===== src/rtl/imem_boot_loader.sv =====
// rtl/imem_boot_loader.sv - streams a length-prefixed program image into byte-wide instruction memory.
// Optional trailing checksum byte is enabled by defining IMEM_LOADER_CHECKSUM_EN.
module imem_boot_loader #(
  parameter int DEPTH     = 400,
  parameter int ADDR_W    = 9,
  parameter int BASE_ADDR = 0
) (
  input  logic              clk,
  input  logic              rst,
  input  logic              start,
  input  logic              in_valid,
  input  logic [7:0]        in_data,
  output logic              in_ready,
  output logic              mem_we,
  output logic [ADDR_W-1:0] mem_addr,
  output logic [7:0]        mem_wdata,
  output logic              cpu_rst,
  output logic              done,
  output logic              error
);

  typedef enum logic [2:0] {
    S_LEN_HI,
    S_LEN_LO,
    S_DATA,
`ifdef IMEM_LOADER_CHECKSUM_EN
    S_CHK,
`endif
    S_DONE,
    S_ERR
  } state_t;

  localparam logic [16:0]       MAX_LEN = 17'(DEPTH - BASE_ADDR);
  localparam logic [ADDR_W-1:0] BASE_A  = ADDR_W'(BASE_ADDR);
`ifdef IMEM_LOADER_CHECKSUM_EN
  localparam state_t S_FINAL = S_CHK;
`else
  localparam state_t S_FINAL = S_DONE;
`endif

  state_t            state_q, state_d;
  logic [15:0]       length_q, length_d;
  logic [15:0]       count_q, count_d;
  logic              mem_we_q, mem_we_d;
  logic [ADDR_W-1:0] mem_addr_q, mem_addr_d;
  logic [7:0]        mem_wdata_q, mem_wdata_d;
  logic              cpu_rst_q, cpu_rst_d;
  logic              done_q, done_d;
  logic              error_q, error_d;
  logic              beat;
  logic [15:0]       len_new;
`ifdef IMEM_LOADER_CHECKSUM_EN
  logic [7:0]        sum_q, sum_d;
  logic [7:0]        chk_total;
`endif

  always_comb begin
    in_ready = (state_q == S_LEN_HI) || (state_q == S_LEN_LO) || (state_q == S_DATA)
`ifdef IMEM_LOADER_CHECKSUM_EN
               || (state_q == S_CHK)
`endif
               ;
    beat        = in_valid && in_ready;
    len_new     = {length_q[15:8], in_data};
    state_d     = state_q;
    length_d    = length_q;
    count_d     = count_q;
    mem_we_d    = 1'b0;
    mem_addr_d  = mem_addr_q;
    mem_wdata_d = mem_wdata_q;
    cpu_rst_d   = cpu_rst_q;
    done_d      = done_q;
    error_d     = error_q;
`ifdef IMEM_LOADER_CHECKSUM_EN
    sum_d       = sum_q;
    chk_total   = sum_q + in_data;
`endif
    case (state_q)
      S_LEN_HI: if (beat) begin
        length_d[15:8] = in_data;
        state_d        = S_LEN_LO;
      end
      S_LEN_LO: if (beat) begin
        length_d[7:0] = in_data;
        // Oversized or non-word-multiple images are rejected before any write.
        if (({1'b0, len_new} > MAX_LEN) || (len_new[1:0] != 2'b00)) begin
          state_d = S_ERR;
          error_d = 1'b1;
        end else if (len_new == 16'd0) begin
          state_d = S_FINAL;
        end else begin
          state_d = S_DATA;
        end
      end
      S_DATA: if (beat) begin
        mem_we_d    = 1'b1;
        mem_addr_d  = BASE_A + count_q[ADDR_W-1:0];
        mem_wdata_d = in_data;
        count_d     = count_q + 16'd1;
`ifdef IMEM_LOADER_CHECKSUM_EN
        sum_d       = sum_q + in_data;
`endif
        if (count_q == length_q - 16'd1) state_d = S_FINAL;
      end
`ifdef IMEM_LOADER_CHECKSUM_EN
      S_CHK: if (beat) begin
        if (chk_total == 8'd0) begin
          state_d = S_DONE;
        end else begin
          state_d = S_ERR;
          error_d = 1'b1;
        end
      end
`endif
      S_DONE: begin
        // Release lands one cycle after entry, so it never overlaps the last write.
        done_d    = 1'b1;
        cpu_rst_d = 1'b0;
        if (start) begin
          state_d   = S_LEN_HI;
          done_d    = 1'b0;
          cpu_rst_d = 1'b1;
          count_d   = 16'd0;
`ifdef IMEM_LOADER_CHECKSUM_EN
          sum_d     = 8'd0;
`endif
        end
      end
      S_ERR: begin
        error_d   = 1'b1;
        cpu_rst_d = 1'b1;
        if (start) begin
          state_d = S_LEN_HI;
          error_d = 1'b0;
          count_d = 16'd0;
`ifdef IMEM_LOADER_CHECKSUM_EN
          sum_d   = 8'd0;
`endif
        end
      end
      default: state_d = S_ERR;
    endcase
  end

  always_ff @(posedge clk) begin
    if (rst) begin
      state_q     <= S_LEN_HI;
      length_q    <= 16'd0;
      count_q     <= 16'd0;
      mem_we_q    <= 1'b0;
      mem_addr_q  <= '0;
      mem_wdata_q <= 8'd0;
      cpu_rst_q   <= 1'b1;
      done_q      <= 1'b0;
      error_q     <= 1'b0;
`ifdef IMEM_LOADER_CHECKSUM_EN
      sum_q       <= 8'd0;
`endif
    end else begin
      state_q     <= state_d;
      length_q    <= length_d;
      count_q     <= count_d;
      mem_we_q    <= mem_we_d;
      mem_addr_q  <= mem_addr_d;
      mem_wdata_q <= mem_wdata_d;
      cpu_rst_q   <= cpu_rst_d;
      done_q      <= done_d;
      error_q     <= error_d;
`ifdef IMEM_LOADER_CHECKSUM_EN
      sum_q       <= sum_d;
`endif
    end
  end

  assign mem_we    = mem_we_q;
  assign mem_addr  = mem_addr_q;
  assign mem_wdata = mem_wdata_q;
  assign cpu_rst   = cpu_rst_q;
  assign done      = done_q;
  assign error     = error_q;

endmodule


===== config.mk =====
export PLATFORM = sky130hd
export DESIGN_NAME = imem_boot_loader
export DESIGN_NICKNAME = d
export VERILOG_FILES = /design/src/rtl/imem_boot_loader.sv
export SDC_FILE = /design/constraint.sdc
export NUM_CORES = 1
export LEC_CHECK = 0
export CORE_MARGIN = 8
export CORE_UTILIZATION = 40
export CTS_BUF_LIST = sky130_fd_sc_hd__clkbuf_16
export DETAILED_ROUTE_END_ITERATION = 10
export SLEW_MARGIN = 5
export SYNTH_ARGS = -nofsm -noshare
export SYNTH_HDL_FRONTEND = slang
export SYNTH_SLANG_ARGS = --single-unit

===== constraint.sdc =====
create_clock -name clk -period 2.85 [get_ports clk]
set_input_delay 0.855 -clock clk [delete_from_list [all_inputs] [get_ports clk]]
set_output_delay 0.855 -clock clk [all_outputs]
set_load 0.02 [all_outputs]

==> results of run 1 <==
[worst min-delay path by stage]
stage / start / to / slack (ps) / depth (start not counted)
6_report: mem_addr[5] / mem_addr[5] / 450 / 2
5_1_grt: mem_addr[1] / mem_addr[1] / 480 / 2
4_1_cts: mem_addr[7] / mem_addr[7] / 460 / 2
3_5_place_dp: mem_addr[7] / mem_addr[7] / 450 / 2
3_3_place_gp: mem_addr[4] / mem_addr[4] / 440 / 2
2_1_floorplan: length_q[14] / length_q[14] / 460 / 2
[state kept, by name (all words and copies together) (netlist names)]
register   flops
state_q        3
length_q      16
done           1
mem_wdata      8
mem_we         1
count_q       16
cpu_rst        1
error          1
mem_addr       9
[kinds of logic (layout without fill, tap and decap cells)]
family / count (synthesis) / count (layout) / share of synthesized area, %
adders and majority gates: 2 / 2 / 0.8748
and+or+nand+nor: 167 / 167 / 28.87
xor gates and xnor gates: 33 / 33 / 10.11
AOI/OAI and AO/OA: 60 / 60 / 12.55
muxes: 11 / 11 / 3.893
DFF: 56 / 56 / 39.20
buffers and inverters: 24 / 63 / 4.506
[cells in the final DEF (no fill, tap or decap), types with 4 or more instances in the layout]
cell type,instances
a211oi_1,5
a21oi_1,36
a31oi_1,4
buf_4,17
clkbuf_16,5
clkdlybuf4s50_1,33
dfxtp_1,56
inv_1,4
mux2i_1,10
nand2_1,65
nand2b_1,7
nand3_1,12
nand4_1,7
nor2_1,45
nor3_1,9
o21ai_0,4
xnor2_1,12
xor2_1,21
[worst max-delay path, stage by stage]
cell	delay (ps)
clkdlybuf4s50_1	500
buf_4	140
nor4b_2	40
nor3_1	270
nand3_1	100
a211oi_1	190
nand4_1	110
or4_1	440
a221oi_2	240
[through the flow]
step | total power, mW | setup WS [ps] | TNS, ps | util (%) | std cells
6_report | 1.959 | 174.9 | 0 | 49.90 | 491
5_1_grt | 2.036 | 40.03 | 0 | 49.90 | 491
4_1_cts | 1.976 | 179.3 | 0 | 49.90 | 491
3_5_place_dp | 1.205 | -110.6 | -110.6 | 47.29 | 484
3_3_place_gp | 1.198 | -32.24 | -32.24 | 47.29 | 484
2_1_floorplan | 1.100 | 183.4 | 0 | - | 353
[cells in the mapped netlist, drive strengths merged (2+ instances only)]
cell type and number:
nand2 65, dfxtp 56, nor2 45, a21oi 36, xor2 21, clkbuf 13, nor3 13, nand3 12
xnor2 12, mux2i 10, nand2b 7, nand4 7, a211oi 5, buf 5, inv 5, o21ai 5
a31oi 4, nor2b 3, a21o 2, ha 2, nor4 2, or4 2
[metal layers]
layer | GRT usage, % | part of all wire (%)
met5 | 0 | 0
met4 | 4.186 | 0.89
met3 | 3.798 | 5.5
met1 | 18.50 | 48
met2 | 23.85 | 45
[power by group]
part           internal [mW]  leakage, nW  switching (mW)
Clock                  0.499       0.0899           0.273
Sequential             0.805        0.453          0.0438
Combinational          0.159        0.730           0.179
[final cells by class]
type,instances,area [um^2],area share [%]
clock inverter,2,60.06,1.696
sequential,56,1121,31.65
timing repair buffer,51,478.0,13.49
clock buffer,5,125.1,3.532
tap,99,123.9,3.497
multi-input combinational,273,1615,45.60
inverter,5,18.77,0.5298
==> impl_metrics.toml, run 1 <==
[run_status]
outcome = "finished clean"

[cts]
root_buffer = "clkbuf_16"
cts_buffer_depth = 2
cts_num_sinks = 56
postCtsSetupBuffers = 0
hold_buffers = 0
cts.clk_slew.worst_paths_ps = 60
cts_buffers = 5
cts_tree = "yes"
cts-resized-gates = 0
htreeDepth = 2
clock_latency_ps = 290

[setup_path]
regToRegSetupSlack_ps = 280
end_kind = "flop"
worstSetupStartpointType = "input port"
cp_max_fo = 3
cp_data_arrival_time_ps = 2880
r2r-start = "length_q[0]"
reg2reg_depth = 8
r2r-end = "state_q[0]"
critPathLaunch = "start"
cp-endpoint = "state_q[0]"
worstPathRequired_ps = 3060
critPathKind = "in2reg"

[detailed_routing]
drt_iter0_drc = 102
wl_um = 7072
drtAntennaViolNets = 0
wl_per_cell_um = 14.40
first_pass_iters = 4
avgViaCountPerCell = 5.079
via_count = 2494
route.detailed.drc = 0

[synthesis]
ys_ff_latch = 56
synth_top_area_share_pct = 39.20
synthFlopType = "dfxtp_1"
ys_seq_area_share_pct = 39.20
yosys_warnings = 0
syn_area_mm2 = 0.002860
synth_fp_nets = 367
yosys-top-cells-area = "dfxtp_1 39%, nand2_1 8.5%, xor2_1 6.4%"
synthDistinctLibCells = 52
async_reset_ff_share_pct = 0
netlist_instances = 353
syn_area_per_cell_um2 = 8.103
synth_edf_count = 0
yosysTopAreaCell = "dfxtp_1"

[global_routing]
grt_pass1_wl_um = 11810
grtUsageTotal_pct = 14.64
grt_max_degree = 27
gr-total-overflow = 0
grt_pass1_vias = 2366
grt_antenna_before_repair = 0

[sta]
max_freq_ghz = 0.3738
relSlewSlack_pct = 57.40
finalSetupViolCount = 0
clock_skew_ps = 8.074
tightest_slew_ps = 638.2
slew_violations = 0
rsz0062_at_grt = "false"
fin_crit_ps = 2675
whs_ps = 452.4
finalCritPeriodShare_pct = 93.86
hold_violations = 0

[floorplan]
fp.dieArea_mm2 = 0.01011
rows = 31
fp.dieW_um = 100.6
start_util_pct = 40.30
fp.dieH_um = 100.6
core_mm2 = 0.007098
pin_count = 34

[finish]
final_cell_area_mm2 = 0.003542
n_fill_cell = 696
diodes = 0
drive_above_1_share_pct = 10.20
nets = 406
area.growth.synth_to_final_pct = 23.84

[place]
post-dp-hpwl_um = 5325
placed_cell_area_mm2 = 0.003357
gp_congestion = 0.8940
io_buffer_count = 33

[power_and_ir_drop]
power.density_mw_per_mm2 = 553.1
leakagePower_nw = 1.273
irDropWorstVdd_mv = 0.2604

[job]
drv_cap = 0

[hold_path]
hp-class = "reg2reg"
(Power assumes the default switching activity.)
==> inputs of run 2 (changes only) <==
- CTS_CLUSTER_SIZE: default -> 16
==> results of run 2 <==
Same layout as run 1: the final DEF is identical, and so are final timing and power.
